<file path="config.mk">
export PLATFORM = sky130hd
export DESIGN_NAME = scatter_a_stream
export DESIGN_NICKNAME = d
export VERILOG_FILES = /design/src/rtl/scatter_pkg.sv /design/src/rtl/scatter_vec_fifo.sv /design/src/rtl/scatter_a_stream.sv
export SDC_FILE = /design/constraint.sdc
export NUM_CORES = 2
export LEC_CHECK = 0
export ABC_AREA = 1
export CORE_ASPECT_RATIO = 2
export CORE_UTILIZATION = 58
export DETAILED_ROUTE_END_ITERATION = 12
export GPL_TIMING_DRIVEN = 0
export PLACE_DENSITY_LB_ADDON = 0.15
export SLEW_MARGIN = 20
export SYNTH_ARGS = -nofsm -noshare
export SYNTH_HDL_FRONTEND = slang
export SYNTH_SLANG_ARGS = --single-unit
</file>
<file path="constraint.sdc">
create_clock -name clk -period 45.6 [get_ports clk]
set_input_delay 6.84 -clock clk [delete_from_list [all_inputs] [get_ports clk]]
set_output_delay 6.84 -clock clk [all_outputs]
set_load 0.1 [all_outputs]
</file>
<file path="src/rtl/scatter_pkg.sv">
// scatter_pkg: shared types and helpers for the A-operand scatter stream.
//   state_t    - FSM state encoding (IDLE=0, ISSUE=1, DRAIN=2, WAIT_NEXT=3)
//   calc_beats - BRAM words needed to build one N*W row vector
//   idx_w      - bits needed to index 0..n-1 (minimum 1)
package scatter_pkg;

  typedef enum logic [2:0] {
    IDLE      = 3'd0,
    ISSUE     = 3'd1,
    DRAIN     = 3'd2,
    WAIT_NEXT = 3'd3
  } state_t;

  function automatic int calc_beats(input int n, input int w, input int bram_w);
    return (n * w) / bram_w;
  endfunction

  function automatic int idx_w(input int n);
    return (n < 2) ? 1 : $clog2(n);
  endfunction

endpackage

</file>
<file path="src/rtl/scatter_vec_fifo.sv">
// scatter_vec_fifo: synchronous first-word-fall-through FIFO for row vectors.
// Ports:
//   clk, rst     - clock, synchronous active-high reset (empties the FIFO)
//   push, din    - write one entry (ignored when full)
//   pop          - discard the head entry (ignored when empty)
//   dout         - head entry, valid whenever empty is low
//   empty        - no entries held
//   count        - current occupancy, 0..DEPTH
module scatter_vec_fifo
  import scatter_pkg::*;
#(
  parameter int DW    = 33,
  parameter int DEPTH = 4,
  parameter int CW    = $clog2(DEPTH + 1)
) (
  input  logic          clk,
  input  logic          rst,
  input  logic          push,
  input  logic [DW-1:0] din,
  input  logic          pop,
  output logic [DW-1:0] dout,
  output logic          empty,
  output logic [CW-1:0] count
);

  localparam int PW = idx_w(DEPTH);

  logic [DW-1:0] mem [DEPTH];
  logic [PW-1:0] wr_ptr;
  logic [PW-1:0] rd_ptr;
  logic          full;
  logic          do_push;
  logic          do_pop;

  assign empty   = (count == '0);
  assign full    = (32'(count) == DEPTH);
  assign do_push = push && !full;
  assign do_pop  = pop && !empty;
  assign dout    = mem[rd_ptr];

  function automatic logic [PW-1:0] ptr_inc(input logic [PW-1:0] p);
    return (32'(p) == DEPTH - 1) ? '0 : p + 1'b1;
  endfunction

  always_ff @(posedge clk) begin
    if (do_push) mem[wr_ptr] <= din;
  end

  always_ff @(posedge clk) begin
    if (rst) begin
      wr_ptr <= '0;
      rd_ptr <= '0;
      count  <= '0;
    end else begin
      if (do_push) wr_ptr <= ptr_inc(wr_ptr);
      if (do_pop)  rd_ptr <= ptr_inc(rd_ptr);
      case ({do_push, do_pop})
        2'b10:   count <= count + 1'b1;
        2'b01:   count <= count - 1'b1;
        default: count <= count;
      endcase
    end
  end

endmodule

</file>
<file path="src/rtl/scatter_a_stream.sv">
// scatter_a_stream: streams the row vectors of one A column block from a
// read-only BRAM port into the N-lane systolic array a_in row.
//
// Optional build macro: SCATTER_A_SKEW_EN - adds an output skew stage that
// delays lane j by j transfers and appends N-1 zero-filled flush vectors at
// the end of each block (a_last then marks the final flush vector).
//
// Ports:
//   clk, rst                 - clock, synchronous active-high reset
//   start                    - begin next column block (IDLE or WAIT_NEXT)
//   cfg_base_addr/cfg_rows/cfg_col_blocks - geometry, sampled at start in IDLE
//   bram_*_a                 - read-only BRAM port A (we/wrdata tied to 0)
//   a_valid/a_ready/a_data/a_last - vector stream to the PE array
//   blk_done, all_done       - one-cycle completion pulses
//   busy, dbg_state, dbg_row, dbg_cblk - status and debug
module scatter_a_stream
  import scatter_pkg::*;
#(
  parameter int W        = 8,
  parameter int N        = 64,
  parameter int BRAM_W   = 128,
  parameter int BRAM_AW  = 9,
  parameter int RD_LAT   = 1,
  parameter int MAX_ROWS = 1024,
  parameter int MAX_CBLK = 16,
  parameter int FIFO_D   = 4
) (
  input  logic                          clk,
  input  logic                          rst,
  input  logic                          start,
  input  logic [BRAM_AW-1:0]            cfg_base_addr,
  input  logic [$clog2(MAX_ROWS+1)-1:0] cfg_rows,
  input  logic [$clog2(MAX_CBLK+1)-1:0] cfg_col_blocks,
  output logic                          bram_clk_a,
  output logic                          bram_we_a,
  output logic                          bram_en_a,
  output logic [BRAM_AW-1:0]            bram_addr_a,
  output logic [BRAM_W-1:0]             bram_wrdata_a,
  input  logic [BRAM_W-1:0]             bram_rddata_a,
  output logic                          a_valid,
  input  logic                          a_ready,
  output logic [N*W-1:0]                a_data,
  output logic                          a_last,
  output logic                          blk_done,
  output logic                          all_done,
  output logic                          busy,
  output logic [2:0]                    dbg_state,
  output logic [$clog2(MAX_ROWS)-1:0]   dbg_row,
  output logic [$clog2(MAX_CBLK)-1:0]   dbg_cblk
);

  localparam int VW    = N * W;
  localparam int BEATS = calc_beats(N, W, BRAM_W);
  localparam int RW    = $clog2(MAX_ROWS + 1);
  localparam int RIW   = $clog2(MAX_ROWS);
  localparam int CW    = $clog2(MAX_CBLK + 1);
  localparam int CIW   = $clog2(MAX_CBLK);
  localparam int BTW   = idx_w(BEATS);
  localparam int FCW   = $clog2(FIFO_D + 1);

  state_t             state;
  logic [RW-1:0]      rows_r;
  logic [CW-1:0]      cblks_r;
  logic [BRAM_AW-1:0] stride_r;
  logic [BRAM_AW-1:0] blk_addr;
  logic [BRAM_AW-1:0] row_addr;
  logic [BRAM_AW-1:0] iss_addr;
  logic [RIW-1:0]     row;
  logic [CIW-1:0]     cblk;
  logic [BTW-1:0]     beat;
  logic               iss_lastbeat;
  logic               iss_lastrow;
  logic [FCW-1:0]     inflight;

  logic               row_is_last;
  logic               beat_is_last;
  logic               blk_is_last;
  logic               credit_ok;
  logic               issue_go;
  logic               first_go;

  logic [RD_LAT-1:0]  pipe_vld;
  logic [RD_LAT-1:0]  pipe_lastbeat;
  logic [RD_LAT-1:0]  pipe_lastrow;
  logic               ret_vld;
  logic               ret_lastbeat;
  logic               ret_lastrow;
  logic [VW-1:0]      row_vec;

  logic               fifo_push;
  logic               fifo_pop;
  logic [VW:0]        fifo_dout;
  logic               fifo_empty;
  logic [FCW-1:0]     fifo_count;
  logic               out_xfer;

  assign bram_clk_a    = clk;
  assign bram_we_a     = 1'b0;
  assign bram_wrdata_a = '0;
  assign busy          = (state != IDLE);
  assign dbg_state     = state;
  assign dbg_row       = row;
  assign dbg_cblk      = cblk;

  assign row_is_last  = (32'(row) == 32'(rows_r) - 32'd1);
  assign beat_is_last = (32'(beat) == BEATS - 1);
  assign blk_is_last  = (32'(cblk) == 32'(cblks_r) - 32'd1);
  // Rows already committed (in flight or buffered) must leave room for one more.
  assign credit_ok    = (32'(inflight) + 32'(fifo_count)) < 32'(FIFO_D);
  assign issue_go     = (state == ISSUE) && ((beat != '0) || credit_ok);
  assign first_go     = issue_go && (beat == '0);
  assign out_xfer     = a_valid && a_ready;

  // ---- stage p0: control FSM and address issue ----
  always_ff @(posedge clk) begin
    if (rst) begin
      state        <= IDLE;
      rows_r       <= '0;
      cblks_r      <= '0;
      stride_r     <= '0;
      blk_addr     <= '0;
      row_addr     <= '0;
      iss_addr     <= '0;
      row          <= '0;
      cblk         <= '0;
      beat         <= '0;
      bram_en_a    <= 1'b0;
      bram_addr_a  <= '0;
      iss_lastbeat <= 1'b0;
      iss_lastrow  <= 1'b0;
      blk_done     <= 1'b0;
      all_done     <= 1'b0;
    end else begin
      bram_en_a <= 1'b0;
      blk_done  <= 1'b0;
      all_done  <= 1'b0;
      case (state)
        IDLE: begin
          if (start) begin
            rows_r   <= cfg_rows;
            cblks_r  <= cfg_col_blocks;
            stride_r <= BRAM_AW'(32'(cfg_col_blocks) * BEATS);
            blk_addr <= cfg_base_addr;
            row_addr <= cfg_base_addr;
            iss_addr <= cfg_base_addr;
            row      <= '0;
            cblk     <= '0;
            beat     <= '0;
            // An empty geometry completes immediately without leaving IDLE.
            if (cfg_rows == '0 || cfg_col_blocks == '0) all_done <= 1'b1;
            else                                        state    <= ISSUE;
          end
        end
        ISSUE: begin
          if (issue_go) begin
            bram_en_a    <= 1'b1;
            bram_addr_a  <= iss_addr;
            iss_lastbeat <= beat_is_last;
            iss_lastrow  <= row_is_last;
            if (beat_is_last) begin
              beat     <= '0;
              row_addr <= row_addr + stride_r;
              iss_addr <= row_addr + stride_r;
              if (row_is_last) state <= DRAIN;
              else             row   <= row + 1'b1;
            end else begin
              beat     <= beat + 1'b1;
              iss_addr <= iss_addr + 1'b1;
            end
          end
        end
        DRAIN: begin
          // The final vector of a block can only transfer once every read
          // has returned, so its handshake alone marks the block complete.
          if (out_xfer && a_last) begin
            blk_done <= 1'b1;
            if (blk_is_last) begin
              all_done <= 1'b1;
              state    <= IDLE;
            end else begin
              cblk     <= cblk + 1'b1;
              blk_addr <= blk_addr + BRAM_AW'(BEATS);
              row_addr <= blk_addr + BRAM_AW'(BEATS);
              iss_addr <= blk_addr + BRAM_AW'(BEATS);
              state    <= WAIT_NEXT;
            end
          end
        end
        WAIT_NEXT: begin
          if (start) begin
            row   <= '0;
            beat  <= '0;
            state <= ISSUE;
          end
        end
        default: state <= IDLE;
      endcase
    end
  end

  always_ff @(posedge clk) begin
    if (rst) begin
      inflight <= '0;
    end else begin
      case ({first_go, fifo_push})
        2'b10:   inflight <= inflight + 1'b1;
        2'b01:   inflight <= inflight - 1'b1;
        default: inflight <= inflight;
      endcase
    end
  end

  // ---- stage p1: BRAM read latency tracking ----
  always_ff @(posedge clk) begin
    if (rst) pipe_vld <= '0;
    else     pipe_vld <= RD_LAT'({pipe_vld, bram_en_a});
  end

  always_ff @(posedge clk) begin
    pipe_lastbeat <= RD_LAT'({pipe_lastbeat, iss_lastbeat});
    pipe_lastrow  <= RD_LAT'({pipe_lastrow, iss_lastrow});
  end

  assign ret_vld      = pipe_vld[RD_LAT-1];
  assign ret_lastbeat = pipe_lastbeat[RD_LAT-1];
  assign ret_lastrow  = pipe_lastrow[RD_LAT-1];

  // ---- stage p2: row assembly, beat 0 ends up in the lowest lanes ----
  generate
    if (BEATS == 1) begin : g_one_beat
      assign row_vec = bram_rddata_a;
    end else begin : g_multi_beat
      logic [VW-BRAM_W-1:0] asm_r;
      always_ff @(posedge clk) begin
        if (ret_vld) asm_r <= row_vec[VW-1:BRAM_W];
      end
      assign row_vec = {bram_rddata_a, asm_r};
    end
  endgenerate

  assign fifo_push = ret_vld && ret_lastbeat;

  scatter_vec_fifo #(
    .DW    (VW + 1),
    .DEPTH (FIFO_D),
    .CW    (FCW)
  ) u_fifo (
    .clk   (clk),
    .rst   (rst),
    .push  (fifo_push),
    .din   ({ret_lastrow, row_vec}),
    .pop   (fifo_pop),
    .dout  (fifo_dout),
    .empty (fifo_empty),
    .count (fifo_count)
  );

  // ---- stage p3: output presentation ----
`ifdef SCATTER_A_SKEW_EN
  localparam int FLW = idx_w(N);

  logic           flushing;
  logic [FLW-1:0] flush_cnt;
  logic [VW-1:0]  skew_src;
  logic [VW-1:0]  skew_out;

  // Once the block's last row has left the FIFO, zeros are fed in for N-1
  // further transfers so every delayed lane empties.
  assign skew_src = flushing ? '0 : fifo_dout[VW-1:0];
  assign a_valid  = !fifo_empty || flushing;
  assign a_last   = flushing && (32'(flush_cnt) == N - 2);
  assign a_data   = a_valid ? skew_out : '0;
  assign fifo_pop = a_ready && !fifo_empty && !flushing;

  assign skew_out[W-1:0] = skew_src[W-1:0];

  for (genvar j = 1; j < N; j++) begin : g_lane
    logic [W-1:0] dl [j];
    always_ff @(posedge clk) begin
      if (rst) begin
        for (int k = 0; k < j; k++) dl[k] <= '0;
      end else if (out_xfer) begin
        dl[0] <= skew_src[W*j +: W];
        for (int k = 1; k < j; k++) dl[k] <= dl[k-1];
      end
    end
    assign skew_out[W*j +: W] = dl[j-1];
  end

  always_ff @(posedge clk) begin
    if (rst) begin
      flushing  <= 1'b0;
      flush_cnt <= '0;
    end else if (!flushing) begin
      if (out_xfer && fifo_dout[VW]) begin
        flushing  <= 1'b1;
        flush_cnt <= '0;
      end
    end else if (out_xfer) begin
      if (32'(flush_cnt) == N - 2) flushing  <= 1'b0;
      else                         flush_cnt <= flush_cnt + 1'b1;
    end
  end
`else
  assign a_valid  = !fifo_empty;
  assign a_data   = fifo_empty ? '0 : fifo_dout[VW-1:0];
  assign a_last   = !fifo_empty && fifo_dout[VW];
  assign fifo_pop = a_ready && !fifo_empty;
`endif

endmodule

</file>
==> results_dict.tcl <==
set metrics [dict create \
    post-route-drc-count 0 \
    io_buffers 699 \
    ys.flop_type "edfxtp_1" \
    drt_iter0_markers 6026 \
    required_ns 38.76 \
    synth_top_area_share_pct 75.86 \
    grt_max_degree 50 \
    synth-async-reset-ratio_pct 0 \
    core_um2 165000 \
    worstHoldStart "iss_lastbeat$_SDFFE_PP0P_" \
    rr_startpoint "pipe_vld$_SDFF_PP0_" \
    ys_seq_area_share_pct 77.73 \
    dp_slack_ns 14.91 \
    whs_path_depth 0 \
    via_per_inst 5.770 \
    post_cts_buffers 0 \
    routed_wl_um 273600 \
    r2r_cells 10 \
    die_w_um 290.3 \
    synth-seq-cells 2526 \
    p_leak_nw 39.35 \
    hold_violations 0 \
    dr.pass1.iters 5 \
    cts_tree "built" \
    final_max_slew_viol_count 0 \
    n_fill_cell 10864 \
    synth_most_common_cell "edfxtp_1" \
    worst-path-buf-inv 4 \
    cpMaxStageDelayCell "clkdlybuf4s50_1" \
    dp_cells 10417 \
    tns_ns 0 \
    critPathCaptureType "primary output" \
    start_kind "clock port" \
    drive_gt1_share_pct 8.489 \
    multiInputGateArea_um2 19000 \
    crit_path_max_fanout 2 \
    rsz0062_at_grt "no" \
    slew_headroom_pct 19.79 \
    clk_latency_ns 0.95 \
    hold_end "pipe_lastbeat$_DFF_P_" \
    tightest_slew_ns 1.199 \
    hold_buffers 0 \
    path_class "clock port to primary output" \
    setup_slack_ns 14.65 \
    num_rows 211 \
    start_util_pct 58.44 \
    grt_pass1_wl_um 392700 \
    ys_warn_count 0 \
    grt_util_all_layers_pct 32.05 \
    r2r-end "u_fifo.mem[0][349]$_DFFE_PP_" \
    synth_common_cells "edfxtp_1 (2436), nor2_1 (2137), o21ai_0 (1098)" \
    ant_nets 0 \
    r2r_slack_ns 41.83 \
    overflow 0 \
    hold_class "register to register" \
    cts_resized 0 \
    finalSetupViolCount 0 \
    ff_latch_area_um2 74960 \
    cp_top_family "buffers and inverters" \
    netlist_top_cells_area "edfxtp_1 (76%), nor2_1 (8.3%), o21ai_0 (5.7%), a21oi_1 (3.0%), dfxtp_1 (1.9%)" \
    synth_cell_types 48 \
    antenna_found_initial 24 \
    crit_cells 4 \
    arrival_ns 24.11 \
    grt_pass1_vias 61223 \
    place_congestion 0.9523 \
    wl_per_cell_um 25.34 \
    status "finished, final reports clean" \
    area_growth_pct 20.84 \
    dpl.hpwl_um 195900 \
    slowest_delay_ns 0.95 \
    crit_chain "clkbuf_16 > clkbuf_16 > buf_4 > clkdlybuf4s50_1" \
    cap_violations 0 \
    synth_edf_count 2436 \
    io_pins 831 \
    path_clk_slew_ns 0.07 \
    power_density_nw_per_um2 40.63 \
    die-area_um2 168000 \
    synth_top_cell_by_area "edfxtp_1" \
    finalNetCount 8687 \
    die_y_um 578.6 \
    vias 62308 \
    synthCells 7316 \
    stdcell_count 10798 \
    finalClockSkew_ns 0.04726 \
    syn_area_um2 96420 \
    synth.avg_cell_area_um2 13.18 \
    crit_top_cell "clkbuf_16" \
    ir_drop_mv 0.04945 \
]
-- sequential cells by signal, summed over array words and instances (netlist names), 2 cells and up, named ones only --
register,count
beat,2
blk_addr,9
bram_addr_a,9
dbg_cblk,4
dbg_row,10
dbg_state,2
g_multi_beat.asm_r,384
inflight,3
iss_addr,9
row_addr,9
rows_r,11
stride_r,5
u_fifo.count,3
u_fifo.mem,2052
u_fifo.rd_ptr,2
u_fifo.wr_ptr,2
-- cell type report --
type / count / share of cell area [%]
Tap cell: 2130 / 2.287
Sequential cell: 2526 / 64.33
Timing Repair Buffer: 841 / 8.749
Clock inverter: 105 / 0.9729
Inverter: 91 / 0.2964
Clock buffer: 267 / 4.733
Multi-Input combinational cell: 4277 / 16.30
Antenna cell: 10 / 0.02148
Buffer: 551 / 2.308
-- layer usage --
metal  vias to the layer above  global-route usage [%]  share of wire, %
li1                      28195                       -                 -
met1                     30458                   36.75                34
met2                      3046                   55.64                51
met3                       587                   8.367               9.8
met4                        22                   16.03               5.3
met5                         -                       0             0.053
-- metrics by stage --
stage | area (um^2) | hold WS, ns | utilization (%) | total power [mW]
global placement | 106600 | 0.3394 | 64.59 | 3.018
global route | 116500 | 0.3735 | 70.61 | 4.848
detailed placement | 109900 | 0.3391 | 66.63 | 3.005
CTS | 116600 | 0.3618 | 70.65 | 4.743
finish | 116500 | 0.3653 | 70.62 | 4.734
floorplan | 96910 | 0.3315 | - | 2.905
-- placed cells by master (no fill, tap or decap), types with 10 or more instances in the layout --
| cell | Yosys | routed |
|---|---|---|
| nor3_1 | 15 | 15 |
| nor2_1 | 2137 | 2133 |
| nand4_1 | 14 | 14 |
| buf_1 | 29 | 29 |
| clkbuf_1 | 342 | 359 |
| xor2_1 | 12 | 12 |
| buf_16 | 0 | 72 |
| inv_1 | 81 | 81 |
| a21oi_1 | 586 | 586 |
| buf_4 | 133 | 133 |
| clkbuf_16 | 0 | 210 |
| clkinv_1 | 2 | 37 |
| conb_1 | 1 | 130 |
| clkinv_2 | 1 | 26 |
| buf_12 | 0 | 70 |
| clkinvlp_4 | 0 | 10 |
| diode_2 | 0 | 10 |
| edfxtp_1 | 2436 | 2436 |
| clkbuf_2 | 1 | 38 |
| o21ai_0 | 1098 | 1098 |
| ha_1 | 29 | 29 |
| nand3_1 | 39 | 39 |
| nand2_2 | 14 | 14 |
| clkdlybuf4s50_1 | 0 | 661 |
| bufinv_16 | 0 | 21 |
| buf_2 | 43 | 79 |
| dfxtp_1 | 90 | 89 |
| nand2_1 | 132 | 132 |
-- worst max-delay path by stage --
stage                                        endpoint  slack, ns                 from
after detailed placement                   bram_clk_a      14.91                  clk
after global placement    u_fifo.mem[1][89]$_DFFE_PP_     -10.59  pipe_vld$_SDFF_PP0_
after CTS                                  bram_clk_a      14.64                  clk
after global routing                       bram_clk_a      14.62                  clk
final                                      bram_clk_a      14.65                  clk
after floorplan            u_fifo.mem[0][0]$_DFFE_PP_      13.03  pipe_vld$_SDFF_PP0_
-- power by group --
group | switching, mW | total (mW) | internal [mW] | leakage [nW]
registers | 0.0396 | 2.62 | 2.58 | 22.6
clock network | 0.808 | 1.79 | 0.977 | 3.22
logic | 0.245 | 0.330 | 0.0855 | 13.5
total | 1.09 | 4.73 | 3.64 | 39.3
-- logic make-up (layout without fill, tap and decap cells) --
kind of cell,Yosys count,in the layout,synth area share [%]
compound gates,1723,1723,9.038
xor+xnor,19,19,0.1868
fa+ha+maj,32,32,0.4386
buf+inv,642,1855,3.101
flops,2526,2526,77.73
other cells,1,140,0.003889
simple gates,2373,2373,9.501
Power figures use the tool's default switching activity.
